<file path="config.mk">
export PLATFORM = sky130hd
export DESIGN_NAME = decoder_seq
export DESIGN_NICKNAME = d
export VERILOG_FILES = /design/src/rtl/decoder_seq.sv
export SDC_FILE = /design/constraint.sdc
export NUM_CORES = 1
export LEC_CHECK = 0
export CAP_MARGIN = 20
export CORE_MARGIN = 3
export CORE_UTILIZATION = 45
export CTS_CLUSTER_SIZE = 25
export DETAILED_ROUTE_END_ITERATION = 8
export PLACE_DENSITY = 0.73
export SETUP_SLACK_MARGIN = 0.4
export SLEW_MARGIN = 10
export SYNTH_ARGS = -nofsm -noshare
export SYNTH_HDL_FRONTEND = slang
export SYNTH_SLANG_ARGS = --single-unit
export TNS_END_PERCENT = 100
</file>
<file path="constraint.sdc">
create_clock -name clk -period 3.8 [get_ports clk]
set_clock_uncertainty 0.2 [all_clocks]
set_input_delay 0.95 -clock clk [delete_from_list [all_inputs] [get_ports clk]]
set_output_delay 0.95 -clock clk [all_outputs]
set_load 0.01 [all_outputs]
</file>
<file path="src/rtl/decoder_seq.sv">
// One-hot decoder with a direct-load path and an auto-scan sequencer; y/idx/y_valid are registered (1-cycle latency).
// Backpressure: in_ready = en & ~mode. Defining DECODER_SEQ_ACTIVE_LOW_EN inverts the y port.
module decoder_seq #(
    parameter int SEL_W    = 3,
    parameter int SCAN_DIV = 4
) (
    input  logic                  clk,
    input  logic                  rst,
    input  logic                  en,
    input  logic                  mode,
    input  logic                  in_valid,
    output logic                  in_ready,
    input  logic [SEL_W-1:0]      sel,
    output logic [(2**SEL_W)-1:0] y,
    output logic                  y_valid,
    output logic [SEL_W-1:0]      idx,
    output logic                  scan_wrap
);
    localparam int OUT_W = 2**SEL_W;
    localparam int PW    = (SCAN_DIV > 1) ? $clog2(SCAN_DIV) : 1;

    typedef enum logic [1:0] {IDLE, DIRECT, SCAN} state_t;

    state_t            state, state_nx;
    logic [OUT_W-1:0]  y_q, y_nx;
    logic [SEL_W-1:0]  idx_q, idx_nx;
    logic              vld_q, vld_nx;
    logic              wrap_q, wrap_nx;
    logic [PW-1:0]     presc_q, presc_nx;
    logic              presc_last;

    assign in_ready   = en & ~mode;
    assign presc_last = (presc_q == PW'(SCAN_DIV - 1));

    always_ff @(posedge clk) begin
        if (rst) state <= IDLE;
        else     state <= state_nx;
    end

    always_comb begin
        state_nx = state;
        if (en) begin
            case (state)
                IDLE, DIRECT: begin
                    if (mode)          state_nx = SCAN;
                    else if (in_valid) state_nx = DIRECT;
                end
                SCAN:    if (!mode) state_nx = IDLE;
                default: state_nx = IDLE;
            endcase
        end
    end

    // Mode has priority over in_valid, so a sel presented while mode=1 is dropped.
    always_comb begin
        y_nx     = y_q;
        idx_nx   = idx_q;
        vld_nx   = vld_q;
        presc_nx = presc_q;
        wrap_nx  = 1'b0;
        if (en) begin
            case (state)
                IDLE, DIRECT: begin
                    if (mode) begin
                        y_nx     = OUT_W'(1);
                        idx_nx   = '0;
                        vld_nx   = 1'b1;
                        presc_nx = '0;
                    end else if (in_valid) begin
                        y_nx   = OUT_W'(1) << sel;
                        idx_nx = sel;
                        vld_nx = 1'b1;
                    end
                end
                SCAN: begin
                    if (!mode) begin
                        y_nx     = '0;
                        idx_nx   = '0;
                        vld_nx   = 1'b0;
                        presc_nx = '0;
                    end else if (presc_last) begin
                        presc_nx = '0;
                        idx_nx   = idx_q + SEL_W'(1);
                        y_nx     = OUT_W'(1) << (idx_q + SEL_W'(1));
                        wrap_nx  = &idx_q;
                    end else begin
                        presc_nx = presc_q + PW'(1);
                    end
                end
                default: begin
                    y_nx     = '0;
                    idx_nx   = '0;
                    vld_nx   = 1'b0;
                    presc_nx = '0;
                end
            endcase
        end
    end

    always_ff @(posedge clk) begin
        if (rst) begin
            y_q     <= '0;
            idx_q   <= '0;
            vld_q   <= 1'b0;
            wrap_q  <= 1'b0;
            presc_q <= '0;
        end else begin
            y_q     <= y_nx;
            idx_q   <= idx_nx;
            vld_q   <= vld_nx;
            wrap_q  <= wrap_nx;
            presc_q <= presc_nx;
        end
    end

`ifdef DECODER_SEQ_ACTIVE_LOW_EN
    assign y = ~y_q;
`else
    assign y = y_q;
`endif
    assign idx       = idx_q;
    assign y_valid   = vld_q;
    assign scan_wrap = wrap_q;

endmodule

</file>
; Yosys cells after proc, flatten, opt, wreduce, memory -nomap -nowiden
; Index checks and enable logic that the tools add are counted.
[word_totals]
register_bits = 17
out_inout_bits = 14
wordCells = 51
[classes]
n_addsub = 2
eq_ne = 7
shift = 2
muxes = 22
n_bitwise = 5
reduce_logical = 7
[ops]
columns = cell, count
row1 = $mux 8, 4
row2 = $pmux 8 s2, 1
row3 = $shl 1x3->8 const A, 2
row4 = $mux 2, 6
row5 = $mux 3, 4
row6 = $reduce_and 3->1, 3
row7 = $pmux 2 s2, 2
row8 = $ne 3x3->1 const B, 2
row9 = $pmux 3 s2, 1
row10 = $reduce_or 5->1, 1
row11 = $eq 2x2->1 const B, 2
row12 = $ne 2x2->1 const B, 2
row13 = $not 1->1, 4
row14 = $add 3x1->3 const B, 1
row15 = $mux 1, 3
row16 = $add 2x1->2 const B, 1
row17 = $eq 2x1->1 const B, 1
row18 = $logic_not 2->1, 1
row19 = $pmux 1 s2, 1
row20 = $reduce_and 2->1, 1
row21 = $reduce_or 2->1, 1
row22 = $and 1x1->1, 1

; Longest topological paths before layout
; Gate-level depths: netlist of the first run.
[logic_depth]
ltp_word = 5
depth_mapped = 6
ltp_nobuf = 6

; Worst setup path after synthesis of the first run
; Ideal clock, no wire load.
[synth_path]
kind = input -> output
start = input port en
end = output port in_ready
t_arrival_ns = 1.359
required_time_ns = 2.650
path_slack_ns = 1.291
path_stages = 2
path_cell_list = buf_2 -> nor2b_1
[synth_between]
elab_chain_len = 1
[synth_lines]
columns = item, line_no
row1 = "start, declared", 9  ; input logic en,
row2 = $and 1x1->1, 32  ; assign in_ready = en & ~mode;
row3 = "end, declared", 12  ; output logic in_ready,
; Every way passes these cells.

; Worst setup path after layout of the first run
; Ends and elaborated chain as after synthesis.

==> results.py, run 1 <==
metrics = {
    "placed_design": {
        "place.port_buffers": 21,
        "place_hpwl_mm": 1.57,
        "place_inst": 150,
        "gp_congestion": 0.846,
    },
    "worst_hold_path": {
        "hold_class": "reg -> reg",
    },
    "sta": {
        "worst_pin_slew_ns": 0.796,
        "fin_crit_ns": 3.30,
        "max_freq_ghz": 0.303,
        "rsz0062_at_grt": "no",
        "relSlewSlack_pct": 46.6,
        "report.final.slew_viol_count": 0,
        "hold_viol_final": 0,
        "finalSetupTns_ns": 0,
        "timing.final.crit_share_pct": 86.7,
        "setup_viol": 0,
    },
    "logic_synthesis": {
        "yosysWarningCount": 0,
        "syn_nets": 124,
        "synth_ff_type": "dfxtp_1",
        "syn_inst": 109,
        "synth_edf_count": 0,
        "synth_cell_type_count": 35,
        "async_flop_share_pct": 0,
        "synth-seq-cells": 17,
        "syn_area_per_cell_um2": 8.95,
        "yosysSeqAreaShare_pct": 34.9,
        "netlist_area_um2": 976,
    },
    "clocking": {
        "cts-root-buf": "clkbuf_4",
        "cts_setup_buffers": 0,
        "cts_tree": "yes",
        "ctsResizeCount": 0,
        "numClockSinks": 17,
        "cts_hold_buf": 0,
        "clk_pin_slew_worst_paths_ns": 0.11,
        "clockBufferDepth": 2,
        "cts_max_level": 1,
        "clk_latency_ns": 0.29,
        "cts_made_buffers": 3,
    },
    "worst_setup_path": {
        "arrival_ns": 2.15,
        "path_max_fanout": 2,
        "slowest_delay_ns": 0.56,
        "crit_chain": "clkdlybuf4s50_1 > nor2b_1 > clkdlybuf4s50_1",
        "crit_path_frequent_cell": "clkdlybuf4s50_1",
        "crit_slowest_cell": "clkdlybuf4s50_1",
        "criticalPathCategory": "in -> out",
        "worst_setup_path_start_kind": "primary input",
        "cp.required_ns": 2.65,
        "crit_path_end_kind": "output pin",
    },
    "power": {
        "power.share.clock_pct": 28.1,
        "p_int_w": 0.000255,
        "seqPwrFrac_pct": 53.5,
        "combPwrFrac_pct": 18.4,
        "p_switching_w": 0.000102,
        "p_leak_nw": 0.461,
        "switching_share_pct": 28.6,
        "ir_drop_v": 0.000189,
        "pwr_density_cell_nw_per_um2": 296,
    },
    "drt": {
        "drc": 0,
        "first_pass_iters": 4,
        "ant_nets": 0,
        "wl_mm": 2.27,
        "drt_iter0_markers": 19,
        "vias_per_cell": 5.65,
        "wire_per_inst_um": 14.8,
        "vias": 870,
    },
    "job": {
        "maxCapViolCount": 0,
    },
    "floorplan": {
        "die-area_um2": 2760,
        "die_w_um": 52.6,
        "core_um2": 2000,
        "rows": 16,
        "start_util_pct": 48.8,
        "pin_count": 22,
        "fp.dieH_um": 52.6,
    },
    "cells_and_area": {
        "multi_input_area_um2": 563,
        "diodes": 0,
        "drive_gt1_share_pct": 11.8,
        "fill_cells": 185,
        "fin_cells": 154,
        "final_cell_mix": "21 x clkdlybuf4s50_1, 17 x dfxtp_1, 15 x nor2_1",
        "seq_area_um2": 340,
        "area_delta_synth_final_pct": 23.8,
        "mostFrequentLayoutCell": "clkdlybuf4s50_1",
        "final_nets": 143,
    },
    "global_routing": {
        "antenna_found_initial": 0,
        "grt_pass1_vias": 842,
        "grt_usage_pct": 18.5,
        "grt_max_degree": 18,
        "grt-ovfl-total": 0,
        "grt_pass1_wl_mm": 3.84,
    },
    "run_status": {
        "status": "complete, no violations",
    },
}
cell type report:
class,instances,share of cell area (%)
multi-input combinational,78,46.6
timing repair buffer,23,18.6
sequential,17,28.2
tap,27,2.80
clock inverter,1,0.414
clock buffer,3,1.86
inverter,5,1.55
cell usage after synthesis, types with 2 or more instances:
| master | number | area, µm² |
|---|---|---|
| a22o_2 | 3 | 30.0 |
| ha_1 | 7 | 87.6 |
| a22o_1 | 2 | 17.5 |
| nor2b_1 | 4 | 25.0 |
| o21ai_1 | 4 | 20.0 |
| buf_4 | 2 | 15.0 |
| a32o_1 | 3 | 30.0 |
| nor3_1 | 3 | 15.0 |
| a32oi_1 | 10 | 87.6 |
| inv_1 | 5 | 18.8 |
| nor2_1 | 15 | 56.3 |
| a21oi_1 | 5 | 25.0 |
| buf_2 | 4 | 20.0 |
| nand2_1 | 5 | 18.8 |
| dfxtp_1 | 17 | 340 |
cell families after synthesis:
| logic type | share of synthesized area, % |
|---|---|
| and+or+nand+nor | 22.2 |
| AOI/OAI and AO/OA | 26.5 |
| DFF | 34.9 |
| adders and majority gates | 8.97 |
| buffers and inverters | 7.43 |
per-layer routing:
layer | track usage, % | part of all wire, % | vias up | wire length [µm]
met3 | 4.56 | 5.4 | 2 | 122
met5 | 0 | 0 | - | 0
met4 | 5.11 | 0.35 | 0 | 8
met1 | 24.4 | 47 | 406 | 1080
met2 | 29.8 | 47 | 22 | 1060
li1 | - | - | 440 | -
critical path: cells and delay by family:
kind | cells | cell delay [ns]
simple gates | 1 | 0.17
buf+inv | 2 | 1.03
power by group through the flow:
stage          clock [W]  combinational (W)  sequential [W]
2_1_floorplan          0          0.0000417        0.000194
3_3_place_gp           0          0.0000646        0.000195
3_5_place_dp           0          0.0000655        0.000195
4_1_cts         0.000104          0.0000661        0.000191
5_1_grt         0.000110          0.0000718        0.000193
6_report        0.000101          0.0000657        0.000191
worst paths after layout:
kind	slack (ns)	to	start	cells past startpoint
max	0.50	in_ready	en	3
min	0.29	presc_q[1]	presc_q[1]	2
max reg2reg	1.72	y[7]	state[1]	4
min reg2reg	0.29	presc_q[1]	presc_q[1]	2
per-stage QoR:
| stage | cell area (µm²) | power [W] | utilization (%) | worst slack (ns) | hold WS [ns] |
|---|---|---|---|---|---|
| after floorplan | 976 | 0.000235 | - | 1.29 | 0.236 |
| after global placement | 1180 | 0.000259 | 59.0 | 0.514 | 0.246 |
| after detailed placement | 1180 | 0.000260 | 59.0 | 0.492 | 0.277 |
| after CTS | 1210 | 0.000361 | 60.4 | 0.489 | 0.292 |
| after global routing | 1210 | 0.000375 | 60.4 | 0.452 | 0.315 |
| final | 1210 | 0.000357 | 60.4 | 0.504 | 0.294 |
flip-flops by register name, indices dropped and copies added, names as in the netlist:
register and count:
idx 3, presc_q 2, scan_wrap 1, state 2
y 8, y_valid 1
No activity file was read; power rests on OpenSTA's default activity.
==> run 2, diff against run 1 <==
--- a/config.mk
+++ b/config.mk
@@ -6,11 +6,12 @@
 export NUM_CORES = 1
 export LEC_CHECK = 0
 export CAP_MARGIN = 20
-export CORE_MARGIN = 3
+export CORE_MARGIN = 1
 export CORE_UTILIZATION = 45
 export CTS_CLUSTER_SIZE = 25
 export DETAILED_ROUTE_END_ITERATION = 8
-export PLACE_DENSITY = 0.73
+export DONT_BUFFER_PORTS = 1
+export PLACE_DENSITY = 0.6
 export SETUP_SLACK_MARGIN = 0.4
 export SLEW_MARGIN = 10
 export SYNTH_ARGS = -nofsm -noshare
==> run 2 against run 1 <==
Against the previous run: combinational power down 42%; routed wire length down 12%; via count down 9.7%; largest cell class unchanged; die area down 15%; clock power down 8%; count of clock-buffer cells in the layout up 1; utilization down 11 points; critical endpoint unchanged; worst hold slack worse by 0.034 ns; global-route usage down 0.34 points; register-to-register slack about the same; sequential cell count unchanged.
==> results.py, run 2 (synthesized netlist as in run 1, its figures left out) <==
metrics = {
    "worst_hold_path": {
        "hold_class": "reg -> reg",
    },
    "placed_design": {
        "place_hpwl_mm": 1.40,
        "gp_congestion": 0.786,
        "place.port_buffers": 0,
    },
    "worst_setup_path": {
        "cp.required_ns": 2.65,
        "worst_setup_path_start_kind": "primary input",
        "worstSetupStartpoint": "en",
        "reg2reg_depth": 6,
        "arrival_ns": 1.20,
        "rr_endpoint": "y[0]",
        "cp_num_buf_inv": 0,
        "r2r_start": "idx[0]",
        "crit_chain": "nor2b_1",
        "criticalPathCategory": "in -> out",
        "crit_slowest_cell": "nor2b_1",
        "slowest_delay_ns": 0.25,
        "path_max_fanout": 10,
        "r2r_slack_ns": 1.72,
        "crit_family": "simple AND/OR/NAND/NOR gates",
        "crit_path_end_kind": "output pin",
        "crit_cells": 1,
        "endpoint": "in_ready",
    },
    "cells_and_area": {
        "fin_util_pct": 49.1,
        "final_cell_mix": "17 x dfxtp_1, 15 x nor2_1, 10 x a32oi_1",
        "largest_reg_flops": 8,
        "final_nets": 120,
        "area_delta_synth_final_pct": 0.641,
        "fill_cells": 191,
        "drive_gt1_share_pct": 11.5,
        "diodes": 0,
        "mostFrequentLayoutCell": "dfxtp_1",
    },
    "power": {
        "ir_drop_v": 0.000184,
        "pwr_density_cell_nw_per_um2": 330,
        "p_leak_nw": 0.373,
        "total_power_w": 0.000325,
    },
    "global_routing": {
        "grt_pass1_wl_mm": 3.35,
        "grt_usage_pct": 18.2,
        "grt_pass1_vias": 724,
        "grt_max_degree": 18,
        "antenna_found_initial": 0,
        "grt-ovfl-total": 0,
    },
    "job": {
        "maxCapViolCount": 0,
    },
    "floorplan": {
        "fp.dieH_um": 48.6,
        "start_util_pct": 48.8,
        "die-area_um2": 2360,
        "die_w_um": 48.6,
        "rows": 16,
        "core_um2": 2000,
        "pin_count": 22,
    },
    "sta": {
        "report.final.slew_viol_count": 0,
        "rsz0062_at_grt": "no",
        "timing.final.crit_share_pct": 61.8,
        "setup_viol": 0,
        "worst_pin_slew_ns": 0.821,
        "max_freq_ghz": 0.426,
        "finalSetupTns_ns": 0,
        "relSlewSlack_pct": 44.9,
        "hold_viol_final": 0,
        "fin_crit_ns": 2.35,
    },
    "clocking": {
        "cts-root-buf": "clkbuf_4",
        "numClockSinks": 17,
        "clk_pin_slew_worst_paths_ns": 0.10,
        "cts_hold_buf": 0,
        "clk_latency_ns": 0.29,
        "cts_made_buffers": 3,
        "cts_setup_buffers": 0,
        "clockBufferDepth": 2,
        "cts_max_level": 1,
        "ctsResizeCount": 0,
        "cts_tree": "yes",
    },
    "drt": {
        "first_pass_iters": 4,
        "wire_per_inst_um": 15.2,
        "vias": 786,
        "drt_iter0_markers": 27,
        "wl_mm": 2.00,
        "vias_per_cell": 6.00,
        "drc": 0,
        "ant_nets": 0,
    },
    "run_status": {
        "status": "complete, no violations",
    },
}
==> run 2: cell count changes in the layout (fill, tap and decap cells not counted), sizes merged <==
cell and delta:
clkinv -1, clkbuf +1, clkdlybuf4s50 -21, buf -2
==> run 2: where the power goes <==
group | total, W | switching (W) | internal (W)
clock | 0.0000933 | 0.0000525 | 0.0000408
sequential | 0.000193 | 0.00000966 | 0.000184
combinational | 0.0000380 | 0.0000206 | 0.0000175
==> run 2: worst min-delay path by stage <==
stage                     slack (ns)       start  depth (start not counted)         end
after global placement          0.24  presc_q[1]                          2  presc_q[1]
final                           0.26  presc_q[1]                          2  presc_q[1]
after detailed placement        0.25  presc_q[1]                          2  presc_q[1]
after floorplan                 0.24  presc_q[1]                          2  presc_q[1]
after global routing            0.29  presc_q[1]                          2  presc_q[1]
after CTS                       0.26  presc_q[1]                          2  presc_q[1]
==> run 2: routing by layer <==
layer | track usage, % | up-vias | wire [µm]
met4 | 2.94 | 0 | 0
met2 | 29.1 | 22 | 891
li1 | - | 395 | -
met5 | 0 | - | 0
met3 | 7.55 | 0 | 134
met1 | 23.3 | 369 | 969
==> run 2: through the flow <==
stage | cells | hold slack (ns) | instance area, µm² | setup WS (ns)
after floorplan | 109 | 0.236 | 976 | 1.29
after global placement | 127 | 0.238 | 956 | 1.45
after detailed placement | 127 | 0.248 | 956 | 1.45
after CTS | 131 | 0.263 | 982 | 1.45
after global routing | 131 | 0.294 | 982 | 1.44
final | 131 | 0.260 | 982 | 1.45
==> run 2: layout make-up <==
cell class / count / area, µm² / area share [%]
inverter: 5 / 18.8 / 1.91
sequential: 17 / 340 / 34.6
multi-input combinational: 78 / 563 / 57.3
tap: 27 / 33.8 / 3.44
clock buffer: 4 / 26.3 / 2.68
